==> config.mk <==
export PLATFORM = sky130hd
export DESIGN_NAME = fetch_queue_stage_flat
export DESIGN_NICKNAME = d
export VERILOG_FILES = /design/src/rtl/fetch_queue_stage_if.sv /design/src/rtl/fetch_queue_stage.sv /design/src/flat_wrapper.sv
export SDC_FILE = /design/constraint.sdc
export NUM_CORES = 1
export LEC_CHECK = 0
export CAP_MARGIN = 10
export CORE_ASPECT_RATIO = 1.2
export CORE_UTILIZATION = 51
export CTS_BUF_LIST = sky130_fd_sc_hd__clkbuf_8
export DETAILED_ROUTE_END_ITERATION = 7
export PLACE_DENSITY = 0.8
export SYNTH_ARGS = -nofsm -noshare
export SYNTH_HDL_FRONTEND = slang
export SYNTH_SLANG_ARGS = --single-unit
==> constraint.sdc <==
create_clock -name clk -period 4 [get_ports clk]
set_input_delay 0.8 -clock clk [delete_from_list [all_inputs] [get_ports clk]]
set_output_delay 0.8 -clock clk [all_outputs]
set_load 0.02 [all_outputs]
==> src/rtl/fetch_queue_stage_if.sv <==
// Fetch stage bus: instruction-memory read port, decode handshake and execute redirect.
// master = fetch stage, slave = memory/decode/execute side.
interface fetch_queue_stage_if;
    logic [15:0] imem_addr;
    logic [15:0] imem_data;
    logic        out_valid;
    logic        out_ready;
    logic [15:0] out_inst;
    logic [15:0] out_pc;
    logic        redirect_valid;
    logic [15:0] redirect_pc;

    modport master (
        output imem_addr,
        input  imem_data,
        output out_valid,
        input  out_ready,
        output out_inst,
        output out_pc,
        input  redirect_valid,
        input  redirect_pc
    );

    modport slave (
        input  imem_addr,
        output imem_data,
        input  out_valid,
        output out_ready,
        input  out_inst,
        input  out_pc,
        output redirect_valid,
        output redirect_pc
    );
endinterface

==> src/rtl/fetch_queue_stage.sv <==
// Instruction fetch front end: PC-driven memory read feeding a small {pc, inst} FIFO to decode.
// Optional FETCH_STATS_EN adds fetch_count/stall_count performance counters.
module fetch_queue_stage #(
    parameter int unsigned DEPTH    = 2,
    parameter logic [15:0] RESET_PC = 16'h0000
) (
    input  logic                 clk,
    input  logic                 rst,
    fetch_queue_stage_if.master  bus
`ifdef FETCH_STATS_EN
    ,
    output logic [31:0]          fetch_count,
    output logic [31:0]          stall_count
`endif
);

    localparam int unsigned AW = $clog2(DEPTH);
    localparam int unsigned CW = AW + 1;

    logic [15:0]   pc_q;
    logic [CW-1:0] count_q, count_d;
    logic [AW-1:0] rptr_q, wptr_q;
    logic          valid_q;
    logic [15:0]   fifo_inst_q [DEPTH];
    logic [15:0]   fifo_pc_q   [DEPTH];
    logic          push, pop;

    always_comb begin
        pop  = valid_q & bus.out_ready;
        // Full FIFO may still accept when the head leaves in the same cycle.
        push = ~bus.redirect_valid & ((count_q != CW'(DEPTH)) | pop);
        count_d = count_q;
        unique case ({push, pop})
            2'b10:   count_d = count_q + CW'(1);
            2'b01:   count_d = count_q - CW'(1);
            default: count_d = count_q;
        endcase
    end

    always_ff @(posedge clk) begin
        if (rst) begin
            pc_q    <= RESET_PC;
            count_q <= '0;
            rptr_q  <= '0;
            wptr_q  <= '0;
            valid_q <= 1'b0;
        end else if (bus.redirect_valid) begin
            pc_q    <= bus.redirect_pc;
            count_q <= '0;
            rptr_q  <= '0;
            wptr_q  <= '0;
            valid_q <= 1'b0;
        end else begin
            if (push) begin
                pc_q   <= pc_q + 16'd1;
                wptr_q <= wptr_q + AW'(1);
            end
            if (pop) begin
                rptr_q <= rptr_q + AW'(1);
            end
            count_q <= count_d;
            valid_q <= (count_d != '0);
        end
    end

    always_ff @(posedge clk) begin
        if (!rst && push) begin
            fifo_inst_q[wptr_q] <= bus.imem_data;
            fifo_pc_q[wptr_q]   <= pc_q;
        end
    end

    assign bus.imem_addr = pc_q;
    assign bus.out_valid = valid_q;
    assign bus.out_inst  = fifo_inst_q[rptr_q];
    assign bus.out_pc    = fifo_pc_q[rptr_q];

`ifdef FETCH_STATS_EN
    logic [31:0] fetch_count_q, stall_count_q;

    always_ff @(posedge clk) begin
        if (rst) begin
            fetch_count_q <= '0;
            stall_count_q <= '0;
        end else begin
            if (push) begin
                fetch_count_q <= fetch_count_q + 32'd1;
            end
            if (valid_q && !bus.out_ready) begin
                stall_count_q <= stall_count_q + 32'd1;
            end
        end
    end

    assign fetch_count = fetch_count_q;
    assign stall_count = stall_count_q;
`endif

endmodule

==> src/flat_wrapper.sv <==
// flat-port wrapper written by rule: the top's interface ports become plain ports
module fetch_queue_stage_flat 
#(
    parameter int unsigned DEPTH    = 2,
    parameter logic [15:0] RESET_PC = 16'h0000
)
  (clk, rst, bus_imem_addr, bus_imem_data, bus_out_valid, bus_out_ready, bus_out_inst, bus_out_pc, bus_redirect_valid, bus_redirect_pc);
  fetch_queue_stage_if bus_i ();
  input  logic clk;
  input  logic rst;
  output wire logic [$bits(bus_i.imem_addr)-1:0] bus_imem_addr;
  input wire logic [$bits(bus_i.imem_data)-1:0] bus_imem_data;
  output wire logic [$bits(bus_i.out_valid)-1:0] bus_out_valid;
  input wire logic [$bits(bus_i.out_ready)-1:0] bus_out_ready;
  output wire logic [$bits(bus_i.out_inst)-1:0] bus_out_inst;
  output wire logic [$bits(bus_i.out_pc)-1:0] bus_out_pc;
  input wire logic [$bits(bus_i.redirect_valid)-1:0] bus_redirect_valid;
  input wire logic [$bits(bus_i.redirect_pc)-1:0] bus_redirect_pc;
  assign bus_imem_addr = bus_i.imem_addr;
  assign bus_i.imem_data = bus_imem_data;
  assign bus_out_valid = bus_i.out_valid;
  assign bus_i.out_ready = bus_out_ready;
  assign bus_out_inst = bus_i.out_inst;
  assign bus_out_pc = bus_i.out_pc;
  assign bus_i.redirect_valid = bus_redirect_valid;
  assign bus_i.redirect_pc = bus_redirect_pc;
  fetch_queue_stage #(.DEPTH(DEPTH), .RESET_PC(RESET_PC)) u_core (.clk(clk), .rst(rst), .bus(bus_i));
endmodule
# Word level (Yosys, flattened, before mapping)

Memories as Yosys holds them, arrays and structs flattened. A register that Yosys moved wholly into a read port is not among the register bits.
Index checks and enable logic that the tools add are counted.

Bits in registers: 21
Memory bits (writable): 64
Output and inout port bits: 49
Logic and storage cells: 33
Memories: 2

$add $sub $neg: 5
Equality and inequality tests: 3
Multiplexer cells: 9
Bitwise operators: 4
Reduce and logical (&&, ||, !) cells: 5

Memory list:

| memory             | depth | bits a word | read ports | clocked after Yosys merged registers in | wr ports | RTL line                | text |
|---|---|---|---|---|---|---|---|
| u_core.fifo_inst_q | 2     | 16          | 1          | 1                                       | 1        | fetch_queue_stage.sv:24 | `logic [15:0] fifo_inst_q [DEPTH];` |
| u_core.fifo_pc_q   | 2     | 16          | 1          | 1                                       | 1        | fetch_queue_stage.sv:25 | `logic [15:0] fifo_pc_q [DEPTH];` |

Operator list:

| operator                                                            | count |
|---|---|
| 16-bit 2-to-1 mux                                                   | 2 |
| 16-bit by 1-bit adder with 16-bit output (second input constant)    | 1 |
| 1-bit 2-to-1 mux                                                    | 6 |
| 2-bit one-hot mux with 2 select lines                               | 1 |
| 2-bit nonzero test                                                  | 2 |
| 1-bit adder (second input constant)                                 | 2 |
| 2-bit by 1-bit adder with 2-bit output (second input constant)      | 1 |
| 1-bit bitwise AND                                                   | 2 |
| 2-bit by 1-bit == test with 1-bit output (second input constant)    | 1 |
| 2-bit == test (second input constant)                               | 1 |
| 2-bit inequality test (second input constant)                       | 1 |
| 2-bit OR reduction                                                  | 1 |
| 2-bit by 1-bit subtractor with 2-bit output (second input constant) | 1 |
| 1-bit logical AND                                                   | 1 |
| 1-bit zero test                                                     | 1 |
| 1-bit NOT                                                           | 1 |
| 1-bit bitwise OR                                                    | 1 |

# Logic depth before layout (Yosys ltp)

Depth in word-level cells: 6
Gate-level depth with buffers: 9

# Worst setup path after synthesis

Ideal clock, no wire load.

Path type: in2reg
Start: input bus_out_ready
End: memory u_core.fifo_inst_q[0][0], enable pin
Setup time: 421 ps
Arrival time: 2673 ps
Required time: 3579 ps
Slack: 905 ps
Stages: 5
Buffers on the path: 1
Path through: nand2_1 -> clkbuf_1 -> nand2_1 -> nand2_1 -> nor2_1

Word-level cells in the longest chain between the ends: 6

Ends and longest elaborated chain:

| what                                   | RTL line                | text |
|---|---|---|
| start: declaration                     | flat_wrapper.sv:14      | `input wire logic [$bits(bus_i.out_ready)-1:0] bus_out_ready;` |
| 1-bit bitwise AND                      | fetch_queue_stage.sv:29 | `pop = valid_q & bus.out_ready;` |
| 1-bit bitwise OR                       | fetch_queue_stage.sv:31 | `push = ~bus.redirect_valid & ((count_q != CW'(DEPTH)) \| pop);` |
| 1-bit bitwise AND                      | fetch_queue_stage.sv:31 |  |
| 1-bit logical AND                      | fetch_queue_stage.sv:67 | `if (!rst && push) begin` |
| 1-bit 2-to-1 mux                       | fetch_queue_stage.sv:67 |  |
| 1-bit 2-to-1 mux (implied by the code) | fetch_queue_stage.sv:68 | `fifo_inst_q[wptr_q] <= bus.imem_data;` |
| end: declaration                       | fetch_queue_stage.sv:24 |  |

Every way passes these cells.

==> flow_summary.html <==
<table>
<tr><th>Metric</th><th>Value</th></tr>
<tr><th colspan="2">Detailed routing</th></tr>
<tr><td>Total wirelength of the detailed-routed design</td><td>6.63 mm</td></tr>
<tr><td>Number of antenna-violating nets in the routed design</td><td>0</td></tr>
<tr><td>DRC marker count from the first detailed-route iteration</td><td>~110</td></tr>
<tr><td>DR vias</td><td>2,212</td></tr>
<tr><td>DRT Pass-1 Iters</td><td>4</td></tr>
<tr><td>Detailed-route wire length per cell</td><td>approximately 16 um</td></tr>
<tr><td>Via density per instance</td><td>5.37</td></tr>
<tr><td># DRC</td><td>0</td></tr>
<tr><th colspan="2">Die</th></tr>
<tr><td>Chip Height</td><td>about 92 um</td></tr>
<tr><td>Standard cell core area</td><td>~6500 sq um</td></tr>
<tr><td>Number of placed I/O pins</td><td>85</td></tr>
<tr><td>Initial core utilization</td><td>a little over half</td></tr>
<tr><td>Die span in x</td><td>77.0 um</td></tr>
<tr><td>Overall die area</td><td>7080 sq um</td></tr>
<tr><td>Standard-cell rows</td><td>32</td></tr>
<tr><th colspan="2">Logic synthesis</th></tr>
<tr><td>Cell types occupying the most area after synthesis</td><td>sky130_fd_sc_hd__edfxtp_1 56%, sky130_fd_sc_hd__dfxtp_1 13%, sky130_fd_sc_hd__mux2_2 10%, sky130_fd_sc_hd__xnor2_1 3.3%, sky130_fd_sc_hd__a211oi_1 2.8%</td></tr>
<tr><td>Share of flip-flops with an asynchronous set or reset after synthesis</td><td>0%</td></tr>
<tr><td>Number of flip-flops and latches in the synthesized netlist</td><td>86</td></tr>
<tr><td>Biggest area consumer among synthesized cells</td><td>sky130_fd_sc_hd__edfxtp_1</td></tr>
<tr><td>Number of enable-type register cells in the synthesized netlist</td><td>64</td></tr>
<tr><td>Synthesized cell area</td><td>about 3400 sq um</td></tr>
<tr><td>Post-synthesis average cell area</td><td>14.6 sq um</td></tr>
<tr><td>Share of synthesized area occupied by flip-flops and latches</td><td>68.7%</td></tr>
<tr><td>Top cell type's share of synthesized area</td><td>between 50% and 60%</td></tr>
<tr><td>Synthesized instance count</td><td>236</td></tr>
<tr><td>Synthesized netlist net count</td><td>274</td></tr>
<tr><td>Synth cell count leaders</td><td>64 x sky130_fd_sc_hd__edfxtp_1, 32 x sky130_fd_sc_hd__mux2_2, 22 x sky130_fd_sc_hd__dfxtp_1</td></tr>
<tr><td>Most used standard cell by instance count after synthesis</td><td>sky130_fd_sc_hd__edfxtp_1</td></tr>
<tr><td>Commonest register cell after synthesis</td><td>sky130_fd_sc_hd__edfxtp_1</td></tr>
<tr><td>Post-synth cell types</td><td>30</td></tr>
<tr><td>Synth warnings</td><td>0</td></tr>
<tr><th colspan="2">STA</th></tr>
<tr><td>Transition time at the pin with the least slew margin</td><td>0.843 ns</td></tr>
<tr><td>Setup repair after global routing missed its margin</td><td>false</td></tr>
<tr><td>Clock period minus final worst setup slack</td><td>around 3.1 ns</td></tr>
<tr><td>Hold violation total from the final report</td><td>0</td></tr>
<tr><td>Worst Skew</td><td>0.00901 ns</td></tr>
<tr><td>Total setup violations reported at the end of the flow</td><td>0</td></tr>
<tr><td>Share of the clock period used by the worst path after layout</td><td>76.4%</td></tr>
<tr><td>Highest attainable clock frequency</td><td>0.327 GHz</td></tr>
<tr><td>Number of pins exceeding their max-slew limit in the final report</td><td>0</td></tr>
<tr><td>Slew Limit Headroom</td><td>43.7%</td></tr>
<tr><td>Post-Route Setup TNS</td><td>0 ns</td></tr>
<tr><td>Final worst-path setup slack</td><td>roughly 0.94 ns</td></tr>
<tr><th colspan="2">Hold path</th></tr>
<tr><td>Origin of the worst min-delay path</td><td>u_core.bus.imem_addr[15]</td></tr>
<tr><td>Hold crit path type</td><td>reg -&gt; reg</td></tr>
<tr><th colspan="2">Critical path</th></tr>
<tr><td>Worst setup path category</td><td>reg -&gt; out</td></tr>
<tr><td>Reg-to-Reg Start</td><td>u_core.count_q[1]</td></tr>
<tr><td>Top fanout value on the critical path</td><td>18</td></tr>
<tr><td>Standard cell with the maximum stage delay on the critical path</td><td>sky130_fd_sc_hd__dfxtp_1</td></tr>
<tr><td>CP cell instances</td><td>buf_12 -&gt; mux2_2 -&gt; clkdlybuf4s50_1</td></tr>
<tr><td>Required arrival time at the worst endpoint</td><td>3.20 ns</td></tr>
<tr><td>WP data arrival</td><td>2.26 ns</td></tr>
<tr><td>Highest cell delay on the worst timing path</td><td>0.76 ns</td></tr>
<tr><td>Startpoint kind of the worst setup timing path</td><td>flop</td></tr>
<tr><td>Crit path capture type</td><td>output port</td></tr>
<tr><th colspan="2">CTS</th></tr>
<tr><td>Number of buffers added for setup after CTS</td><td>0</td></tr>
<tr><td>Clk sinks</td><td>86</td></tr>
<tr><td>Buffers from clock root to sink, at most</td><td>2</td></tr>
<tr><td>Post-cts hold buffer count</td><td>0</td></tr>
<tr><td>Cell at the root of the clock tree</td><td>sky130_fd_sc_hd__clkbuf_8</td></tr>
<tr><td>Count of cells resized by post-cts repair</td><td>0</td></tr>
<tr><td>Number of buffers created by CTS</td><td>9</td></tr>
<tr><td>H-tree depth reported by CTS</td><td>3</td></tr>
<tr><td>Clock-pin slew on the worst setup and hold paths</td><td>0.08 ns</td></tr>
<tr><td>Clk Latency, worst-skew pair</td><td>0.35 ns</td></tr>
<tr><td>CTS tree</td><td>built</td></tr>
<tr><th colspan="2">Cells and area</th></tr>
<tr><td>Reg area</td><td>roughly 2400 sq um</td></tr>
<tr><td># diodes</td><td>0</td></tr>
<tr><td>Number of filler instances in the final layout</td><td>485</td></tr>
<tr><td>Number of nets in the finished design</td><td>360</td></tr>
<tr><td>Synth-to-Final Area Change</td><td>33.0%</td></tr>
<tr><td>Area occupied by multi-input gates</td><td>1010 sq um</td></tr>
<tr><td>Layout cell share with drive strength beyond 1</td><td>around 16%</td></tr>
<tr><th colspan="2">Pwr</th></tr>
<tr><td>Static leakage power</td><td>0.00153 uW</td></tr>
<tr><td>Largest voltage drop on the vdd net</td><td>0.000221 V</td></tr>
<tr><td>Power density over cell area</td><td>approximately 400 nW/um^2</td></tr>
<tr><th colspan="2">Placed design</th></tr>
<tr><td>Buffers added on ports</td><td>84</td></tr>
<tr><td>Global placement routability congestion</td><td>0.815</td></tr>
<tr><td>Post-placement worst setup slack</td><td>1.08 ns</td></tr>
<tr><td>Post-DP HPWL</td><td>4.39 mm</td></tr>
<tr><th colspan="2">Run status</th></tr>
<tr><td>Run status</td><td>finished clean</td></tr>
<tr><th colspan="2">GRT</th></tr>
<tr><td>Total Routing Usage GR</td><td>roughly a fifth</td></tr>
<tr><td>Vias in the first global route</td><td>2,148</td></tr>
<tr><td>Number of antenna violations at the first check in global routing</td><td>0</td></tr>
<tr><td>GRT Residual Overflow</td><td>0</td></tr>
<tr><td>Pin count of the biggest net entering global routing</td><td>33</td></tr>
<tr><td>Wire length of the first global-routing pass</td><td>approximately 10 mm</td></tr>
<tr><th colspan="2">Flow run</th></tr>
<tr><td>Total of max-cap violations</td><td>0</td></tr>
</table>
[final timing paths]
path	slack (ns)	to	depth (start not counted)
min reg2reg	0.54	u_core.fifo_pc_q[1][15]	0
max reg2reg	1.68	u_core.bus.out_valid	7
max	0.94	bus_out_pc[10]	3
min	0.54	u_core.fifo_pc_q[1][15]	0
[layout make-up]
type	count	share of cell area, %
multi-input combinational	131	22.2
clock buffer	9	2.71
sequential	86	51.6
tap	85	2.32
timing repair buffer	88	19.3
inverter	6	0.492
clock inverter	7	1.39
[critical path: cells and delay by family, from the launching register on]
family                 cells  cell delay [ns]
buffers and inverters      2             0.78
DFF                        1             0.76
muxes                      1             0.36
[sequential cells by signal (all words and copies together) (netlist names), named ones only]
| signal | flops |
|---|---|
| u_core.wptr_q | 1 |
| u_core.bus.imem_addr | 16 |
| u_core.count_q | 2 |
| u_core.fifo_pc_q | 32 |
| u_core.bus.out_valid | 1 |
| u_core.fifo_inst_q | 32 |
| u_core.rptr_q | 1 |
[cell families after synthesis]
kind of cell	Yosys count	share of synthesized area [%]
flops	86	68.7
simple gates	49	7.09
buf+inv	19	2.11
fa+ha+maj	2	0.727
xor+xnor	14	3.56
mux	32	10.5
compound gates	34	7.38
[report_power, final]
part	internal, uW	leakage, uW	total (uW)	switching, uW
sequential	999	0.000776	1030	32.6
combinational	115	0.000649	217	102
clock	284	0.0000999	575	291
[stage by stage]
| stage | std cells | hold WS, ns | util (%) | total power [uW] | area [sq um] |
|---|---|---|---|---|---|
| CTS | 412 | 0.538 | 70.6 | 1830 | 4580 |
| global route | 412 | 0.546 | 70.6 | 1880 | 4580 |
| global placement | 396 | 0.522 | 67.7 | 1260 | 4390 |
| detailed placement | 396 | 0.524 | 67.7 | 1270 | 4390 |
| floorplan | 236 | 0.520 | - | 1150 | 3440 |
| finish | 412 | 0.538 | 70.6 | 1820 | 4580 |
[routing by layer]
metal / up-vias / global-route usage, % / part of all wire (%)
met3: 12 / 3.98 / 4.5
met5: - / 0 / 0
met1: 1052 / 24.3 / 41
met4: 0 / 9.43 / 2.0
met2: 71 / 34.1 / 52
li1: 1077 / - / -
[layout by cell type (no fill, tap or decap), drive strengths merged, types with 6 or more instances in the layout]
cell type,n
nor2,17
clkbuf,9
nand2,9
inv,8
edfxtp,64
a211oi,13
dfxtp,22
clkdlybuf4s50,84
a311oi,6
mux2,32
xnor2,13
(Power assumes the default switching activity.)
